### src/rtl/regfile_write_arbiter.sv
// Write-side arbiter for the register file: ALU/AGU round-robin word writes
// plus memory byte loads, with destination locking across split loads.
module regfile_write_arbiter #(
    parameter int unsigned AW = 4,
    parameter int unsigned DW = 16,
    parameter int unsigned BW = 8
) (
    input  logic          clk,
    input  logic          rst_n,
    input  logic          alu_req,
    input  logic [AW-1:0] alu_addr,
    input  logic [DW-1:0] alu_data,
    output logic          alu_gnt,
    input  logic          agu_req,
    input  logic [AW-1:0] agu_addr,
    input  logic [DW-1:0] agu_data,
    output logic          agu_gnt,
    input  logic          mem_valid,
    input  logic          mem_upper,
    input  logic [AW-1:0] mem_addr,
    input  logic [BW-1:0] mem_byte,
    output logic          mem_ready,
    input  logic          mem_abort,
    output logic          rf_writeu,
    output logic          rf_writel,
    output logic          rf_write4,
    output logic [AW-1:0] rf_addr3,
    output logic [DW-1:0] rf_bus3,
    output logic [AW-1:0] rf_addr4,
    output logic [DW-1:0] rf_bus4,
    output logic          lock_busy,
    output logic [AW-1:0] lock_addr,
    output logic          proto_err
);

    typedef enum logic {IDLE, LOCKED} state_t;

    state_t state, next_state;
    logic   rr_agu;        // 1: AGU wins the next ALU/AGU contention
    logic   rr_next;
    logic   alu_ok, agu_ok;
    logic   mem_xfer;
    logic   set_err;

    // Next state, memory handshake, grants and pointer update
    always_comb begin
        next_state = state;
        mem_ready  = 1'b0;
        alu_gnt    = 1'b0;
        agu_gnt    = 1'b0;
        set_err    = 1'b0;
        rr_next    = rr_agu;
        alu_ok     = alu_req;
        agu_ok     = agu_req;

        case (state)
            IDLE: begin
                mem_ready = 1'b1;
                if (mem_valid && mem_upper)
                    next_state = LOCKED;
            end
            LOCKED: begin
                alu_ok = alu_req && (alu_addr != lock_addr);
                agu_ok = agu_req && (agu_addr != lock_addr);
                if (mem_abort) begin
                    next_state = IDLE;
                end else if (mem_valid && !mem_upper && (mem_addr == lock_addr)) begin
                    mem_ready  = 1'b1;
                    next_state = IDLE;
                end
                if (mem_valid && (mem_upper || (mem_addr != lock_addr)))
                    set_err = 1'b1;
            end
            default: next_state = IDLE;
        endcase

        mem_xfer = mem_valid && mem_ready;

        // A requester blocked by the lock does not consume its turn
        if (!mem_xfer) begin
            if (alu_ok && agu_ok) begin
                alu_gnt = !rr_agu;
                agu_gnt = rr_agu;
                rr_next = !rr_agu;
            end else if (alu_ok) begin
                alu_gnt = 1'b1;
                rr_next = agu_req ? rr_agu : 1'b1;
            end else if (agu_ok) begin
                agu_gnt = 1'b1;
                rr_next = alu_req ? rr_agu : 1'b0;
            end
        end
    end

    assign lock_busy = (state == LOCKED);

    always_ff @(posedge clk or negedge rst_n) begin
        if (!rst_n) begin
            state     <= IDLE;
            rr_agu    <= 1'b0;
            lock_addr <= '0;
            proto_err <= 1'b0;
            rf_writeu <= 1'b0;
            rf_writel <= 1'b0;
            rf_write4 <= 1'b0;
            rf_addr3  <= '0;
            rf_bus3   <= '0;
            rf_addr4  <= '0;
            rf_bus4   <= '0;
        end else begin
            state     <= next_state;
            rr_agu    <= rr_next;
            rf_writeu <= mem_xfer && mem_upper;
            rf_writel <= mem_xfer && !mem_upper;
            rf_write4 <= alu_gnt || agu_gnt;
            if (set_err)
                proto_err <= 1'b1;
            if (mem_xfer) begin
                rf_addr3 <= mem_addr;
                rf_bus3  <= DW'({mem_byte, mem_byte});
            end
            if (mem_xfer && mem_upper)
                lock_addr <= mem_addr;
            if (alu_gnt) begin
                rf_addr4 <= alu_addr;
                rf_bus4  <= alu_data;
            end else if (agu_gnt) begin
                rf_addr4 <= agu_addr;
                rf_bus4  <= agu_data;
            end
        end
    end

endmodule

### config.mk
export PLATFORM = sky130hd
export DESIGN_NAME = regfile_write_arbiter
export DESIGN_NICKNAME = d
export VERILOG_FILES = /design/src/rtl/regfile_write_arbiter.sv
export SDC_FILE = /design/constraint.sdc
export NUM_CORES = 1
export LEC_CHECK = 0
export ABC_AREA = 1
export BUFFER_PORTS_ARGS = -buffer_cell sky130_fd_sc_hd__buf_4
export CORE_MARGIN = 2
export CORE_UTILIZATION = 35
export DETAILED_ROUTE_END_ITERATION = 16
export GPL_TIMING_DRIVEN = 0
export PLACE_DENSITY = 0.61
export SKIP_CTS_REPAIR_TIMING = 1
export SYNTH_ARGS = -nofsm -noshare
export SYNTH_HDL_FRONTEND = slang
export SYNTH_SLANG_ARGS = --single-unit
### constraint.sdc
create_clock -name clk -period 1.65 [get_ports clk]
set_input_delay 0.165 -clock clk [delete_from_list [all_inputs] [get_ports clk]]
set_output_delay 0.165 -clock clk [all_outputs]
set_load 0.01 [all_outputs]
==> results of run 1 <==
==> final cells by class <==
class | instances | area share (%)
buffer | 17 | 3.91
tap | 80 | 2.79
clock buffer | 8 | 3.07
multi-input combinational | 231 | 31.2
sequential | 42 | 29.5
timing repair buffer | 119 | 25.3
inverter | 39 | 4.23
==> critical path, cell delays in order (launching register included) <==
cell      delay (ns)
dfrtp_2         0.44
buf_4           0.14
xnor2_1         0.15
nand3_1         0.13
nand2_2         0.13
nand2_1         0.08
nand2_2         0.10
nand2_4         0.07
buf_12          0.13
clkinv_4        0.03
buf_6           0.09
==> state kept, by name (all words and copies together) (netlist names) <==
name,flops
lock_addr,4
lock_busy,1
proto_err,1
rf_addr3,4
rf_addr4,4
rf_bus3,8
rf_bus4,16
rf_write4,1
rf_writel,1
rf_writeu,1
rr_agu,1
==> per-layer routing <==
layer / wire length (µm) / global-route usage (%)
met4: 53 / 3.78
met5: 0 / 0
met2: 2990 / 27.5
met1: 2810 / 20.7
met3: 382 / 4.27
==> how the worst min path moves through the flow <==
| stage | slack, ns | cells past startpoint | end |
|---|---|---|---|
| detailed placement | 0.20 | 1 | rf_bus3[13] |
| floorplan | -0.13 | 0 | lock_addr[0] |
| global placement | 0.20 | 1 | rf_bus3[13] |
| CTS | -0.12 | 1 | rf_bus3[13] |
| global route | 0.04 | 2 | rf_writel |
| finish | 0.05 | 2 | rf_writel |
==> cell usage in the layout, fill, tap and decap left out, types with 2 or more instances in the layout <==
cell,n
o21ai_0,5
nand2_1,120
nand2_4,3
clkbuf_8,8
inv_2,9
buf_4,124
nor2_2,13
inv_1,29
nand2_2,30
clkbuf_4,2
buf_6,5
o21ai_1,5
buf_2,3
nor2_1,39
nand3_1,2
o21ai_2,3
dfrtp_2,4
dfrtp_1,38
==> cells by family (layout without fill, tap and decap cells) <==
kind of cell	count (synthesis)	after routing	synth area share (%)
AND/OR/NAND/NOR	214	214	39.8
XOR/XNOR	3	3	1.08
AO/OA/AOI/OAI	14	14	3.50
flip-flops	42	42	43.2
buffers and inverters	57	183	12.4
==> power by group through the flow <==
stage,clock network [mW],registers (mW),logic (mW)
after detailed placement,0,1.42,1.47
final,0.766,1.40,1.53
after global routing,0.844,1.43,1.69
after CTS,0.800,1.40,1.47
after global placement,0,1.41,1.44
after floorplan,0,1.49,0.702
==> through the flow <==
| stage | power [mW] | util, % | TNS (ns) | hold WS, ns |
|---|---|---|---|---|
| after detailed placement | 2.88 | 49.7 | -0.855 | 0.200 |
| after floorplan | 2.20 | - | 0 | -0.131 |
| after global routing | 3.97 | 53.0 | -3.74 | 0.0373 |
| after global placement | 2.85 | 49.7 | -0.144 | 0.200 |
| final | 3.70 | 53.0 | -1.58 | 0.0511 |
| after CTS | 3.67 | 51.3 | -2.03 | -0.123 |
==> flow_summary.ini, run 1 <==
[status]
outcome = complete, but fails checks
violations = negative setup slack

[power]
leakage_nw = 2.03
irDropWorstVdd_mv = 0.450
p_comb_share_pct = 41.4
clockPowerShare_pct = 20.7
p_per_area_nw_per_um2 = 1030
switching_share_pct = 34.2
switchingPower_mw = 1.26
p_int_mw = 2.43
pwr-share-seq_pct = 37.9

[setup_path]
cp_max_fo = 5
cp_data_required_time_ns = 1.48
start_kind = flop
r2r-end = rf_bus4[0]
r2r_cells = 10
worst-setup-path-type = flop to primary output
timing.rr.start = lock_addr[3]
critPathArrivalTime_ns = 1.78
setup.worst_path.start = lock_addr[0]
cp-end-kind = primary output
worst-r2r-setup-slack_ns = -0.07
setup.worst_path.end = alu_gnt

[floorplan]
ioPinCount = 111
die_h_um = 87.3
core_um2 = 6760
start_util_pct = 36.0
fp-row-count = 30
die_area_um2 = 7630
fp.dieW_um = 87.3

[logic_synthesis]
syn_area_per_cell_um2 = 7.37
ys_top_cells_by_count = nand2_1, dfrtp_1, nor2_1
ys_ff_latch = 42
syn-cell-area_um2 = 2430
ys.flop_type = dfrtp_1
seq_area_frac_synth_pct = 43.2
yosysTopAreaCell = dfrtp_1
synth_top_area_share_pct = 43.2
synth_edf_count = 0
async_flop_share_pct = 100
ys_warn_count = 0
synth_most_common_cell = nand2_1
netlist-cell-type-count = 24
synth_nets = 389
syn_inst = 330
synth.area.top_cells = dfrtp_1, nand2_1, nand2_2, nor2_1, inv_1

[sta]
grt_setup_unrepaired = yes
hold_viol = 0
layout_min_cycle_time_ns = 1.94
fin_crit_sh_pct = 118
worstMarginPinSlew_ns = 0.546
slew-limit-headroom_pct = 63.6
fmax_mhz = 515
finalSetupViolations = 21
finalMaxSlewViolations = 0
layout_setup_ws_ns = -0.293
clock_skew_ns = 0.00379

[global_routing]
grt_first_pass_wirelength_um = 9720
grt_usage_pct = 16.2
grt_max_degree = 43
grt_remaining_overflow = 0
antenna_found_initial = 0
grt_pass1_vias = 2093

[clocking]
clockBufferDepth = 2
cts_made_buffers = 5
cts_root_buf = clkbuf_8
h-tree-depth = 2
path_clk_slew_ns = 0.08
cts.sinks = 42
clkLatencyLatePin_ns = 0.29
cts_tree = done

[cells_and_area]
syn_to_final_growth_pct = 47.3
design_area_um2 = 3580
finalNonFillerCells = 536
seqCellArea_um2 = 1060
drive_gt1_share_pct = 46.7
nNetsFinal = 514
nFillCells = 696
antenna_cells = 0
multi_input_area_um2 = 1120

[routing]
vias = 2312
finalWirelength_um = 6230
drc = 0
drt-pass1-iter-count = 4
avgViaCountPerCell = 4.31
drt-wirelength-per-cell_um = 11.6
drtIter0Drc = 29
ant_nets = 0

[job]
maxCapViolations = 0

[placement]
dpl.hpwl_um = 4640
pre_cts_slack_ns = -0.0933
dp.cells = 520
numPortBuffers = 110
dpl-instance-area_um2 = 3360
gp_routability_congestion = 0.755

[worst_hold_path]
hold_start = mem_upper
hp-class = input port to flop
No activity file was read; power rests on OpenSTA's default activity.
==> run 2, diff against run 1 <==
--- a/config.mk
+++ b/config.mk
@@ -5,13 +5,14 @@
 export SDC_FILE = /design/constraint.sdc
 export NUM_CORES = 1
 export LEC_CHECK = 0
-export ABC_AREA = 1
 export BUFFER_PORTS_ARGS = -buffer_cell sky130_fd_sc_hd__buf_4
+export CELL_PAD_IN_SITES_DETAIL_PLACEMENT = 1
+export CELL_PAD_IN_SITES_GLOBAL_PLACEMENT = 1
 export CORE_MARGIN = 2
-export CORE_UTILIZATION = 35
+export CORE_UTILIZATION = 32
 export DETAILED_ROUTE_END_ITERATION = 16
 export GPL_TIMING_DRIVEN = 0
-export PLACE_DENSITY = 0.61
+export PLACE_DENSITY = 0.78
 export SKIP_CTS_REPAIR_TIMING = 1
 export SYNTH_ARGS = -nofsm -noshare
 export SYNTH_HDL_FRONTEND = slang
==> run 2 against run 1 <==
The run still ends with negative setup slack left; synthesized area is 19% lower; core utilization is 2.3 points higher; power is 55% higher; cell count is 28% lower; sequential share of layout area is 2.7 points higher; critical endpoint unchanged; die area is 11% lower; critical path depth is 4 lower; worst hold slack better by 0.031 ns; fmax is 12% lower; synthesized cell count is 45% lower.
==> flow_summary.ini, run 2 <==
[sta]
fin_crit_sh_pct = 134
grt_setup_unrepaired = yes
slew-limit-headroom_pct = 63.2
hold_viol = 0
fmax_mhz = 454
worstMarginPinSlew_ns = 0.553
layout_min_cycle_time_ns = 2.20
finalSetupViolations = 42
layout_setup_ws_ns = -0.554
finalMaxSlewViolations = 0
clock_skew_ns = 0.0103

[logic_synthesis]
netlist-cell-type-count = 28
async_flop_share_pct = 100
syn-cell-area_um2 = 1970
ys_ff_latch = 42
seq_area_frac_synth_pct = 53.5
ys.flop_type = dfrtp_1
synth.area.top_cells = dfrtp_1, mux2_2, o22ai_1, o21ai_1, nand2_1
syn_area_per_cell_um2 = 10.9
synth_nets = 240
syn_inst = 181
ys_warn_count = 0
synth_edf_count = 0
synth_most_common_cell = dfrtp_1
yosysTopAreaCell = dfrtp_1
ys_top_cells_by_count = dfrtp_1, nand2_1, o21ai_1, o22ai_1, mux2_2
synth_top_area_share_pct = 53.5

[routing]
vias = 1877
finalWirelength_um = 6540
avgViaCountPerCell = 4.85
drtIter0Drc = 48
drt-wirelength-per-cell_um = 16.9
drc = 0
ant_nets = 0
drt-pass1-iter-count = 4

[cells_and_area]
mostFrequentLayoutCells = buf_4, dfrtp_1, nand2_1
largest_register_ffs = 16
finalNonFillerCells = 387
nNetsFinal = 370
nFillCells = 669
top_register = rf_bus4
top_regs = rf_bus4: 16 flops, rf_bus3: 8 flops
drive_gt1_share_pct = 60.9
syn_to_final_growth_pct = 66.8
layout_commonest_cell = buf_4
antenna_cells = 0
fin_util_pct = 55.4

[global_routing]
grt_max_degree = 43
grt_remaining_overflow = 0
antenna_found_initial = 0
grt_usage_pct = 17.3
grt_first_pass_wirelength_um = 8970
grt_pass1_vias = 1887

[setup_path]
critPathSlowestCell = dfrtp_2
start_kind = flop
cp_max_fo = 6
cp-end-kind = primary output
r2r_cells = 9
r2r-end = rf_bus4[6]
cpPeakStageDelay_ns = 0.46
timing.rr.start = lock_addr[0]
path_cells = xor2_2, or4_4, o22ai_4, a311oi_2, buf_4, buf_4
critPathArrivalTime_ns = 2.04
setup.worst_path.start = lock_addr[0]
setup.worst_path.end = alu_gnt
crit_top_cell = buf_4
worst-r2r-setup-slack_ns = -0.49
worst-setup-path-type = flop to primary output
cp_data_required_time_ns = 1.48

[floorplan]
core_um2 = 5920
die_area_um2 = 6790
fp.dieW_um = 82.4
fp-row-count = 28
die_h_um = 82.4
start_util_pct = 33.2
ioPinCount = 111

[placement]
gp_routability_congestion = 0.764
dp.cells = 366
dpl.hpwl_um = 4520
numPortBuffers = 110

[power]
leakage_nw = 1.56
finalPower_mw = 5.74
p_per_area_nw_per_um2 = 1750
irDropWorstVdd_mv = 0.788

[clocking]
cts_tree = done
h-tree-depth = 2
clkLatencyLatePin_ns = 0.30
clockBufferDepth = 2
cts_root_buf = clkbuf_8
cts.sinks = 42
cts_made_buffers = 5
path_clk_slew_ns = 0.09

[status]
violations = negative setup slack
outcome = complete, but fails checks

[worst_hold_path]
hp-class = input port to flop

[job]
maxCapViolations = 0
==> run 2: cell count changes after synthesis, sizes merged, moves of 5 or more <==
cell,delta
inv,-33
o21ai,+10
mux2,+16
nor2,-51
nand2,-132
o22ai,+21
xor2,+5
==> run 2: worst min path at each step <==
stage               from  slack [ns]            to  depth (start not counted)
5_1_grt        mem_abort        0.07     lock_busy                          2
6_report       mem_upper        0.08     rf_writel                          2
2_1_floorplan      rst_n       -0.13  lock_addr[0]                          0
3_3_place_gp       rst_n        0.20     rf_write4                          1
4_1_cts            rst_n       -0.13    rf_bus3[9]                          1
3_5_place_dp       rst_n        0.19        rr_agu                          1
==> run 2: cell type report <==
type / instances / area [µm²] / area share [%]
timing repair buffer: 124 / 952 / 29.0
buffer: 17 / 154 / 4.69
clock buffer: 5 / 68.8 / 2.10
clock inverter: 3 / 45.0 / 1.37
inverter: 6 / 22.5 / 0.687
sequential: 42 / 1050 / 32.2
tap: 75 / 93.8 / 2.86
multi-input combinational: 115 / 887 / 27.1
==> run 2: cell families (layout without fill, tap and decap cells) <==
| logic type | after synthesis | count (layout) | share of synthesized area, % |
|---|---|---|---|
| AOI/OAI and AO/OA | 54 | 54 | 17.8 |
| muxes | 16 | 16 | 9.17 |
| xor gates and xnor gates | 12 | 12 | 5.35 |
| DFF | 42 | 42 | 53.5 |
| buffers and inverters | 24 | 155 | 6.68 |
| and+or+nand+nor | 33 | 33 | 7.51 |
==> run 2: metrics by stage <==
| step | area [µm²] | setup WS (ns) | setup TNS (ns) | hold WS, ns |
|---|---|---|---|---|
| after floorplan | 1990 | -0.275 | -8.68 | -0.131 |
| after global placement | 2910 | -0.471 | -15.49 | 0.196 |
| after detailed placement | 2910 | -0.495 | -16.45 | 0.195 |
| after CTS | 3030 | -0.729 | -18.90 | -0.133 |
| after global routing | 3280 | -0.672 | -19.12 | 0.0652 |
| final | 3280 | -0.554 | -14.83 | 0.0820 |
==> run 2: critical path, delay by kind of cell (launching register included) <==
family                    cells  cell delay, ns
DFF                           1            0.46
AOI/OAI and AO/OA             2            0.33
and+or+nand+nor               1            0.44
xor gates and xnor gates      1            0.17
buffers and inverters         2            0.33
==> run 2: metal layers <==
layer / global-route usage [%] / share of wire, % / vias up
li1: - / - / 896
met1: 21.4 / 39 / 916
met2: 30.8 / 54 / 61
met3: 4.02 / 6.7 / 4
met4: 3.00 / 0.75 / 0
met5: 0 / 0 / -
==> run 2: power breakdown <==
group / internal (mW) / leakage [nW] / switching [mW]
Clock: 0.450 / 0.0504 / 0.385
Sequential: 1.50 / 0.496 / 0.360
Combinational: 1.69 / 1.01 / 1.35
Total: 3.64 / 1.56 / 2.10
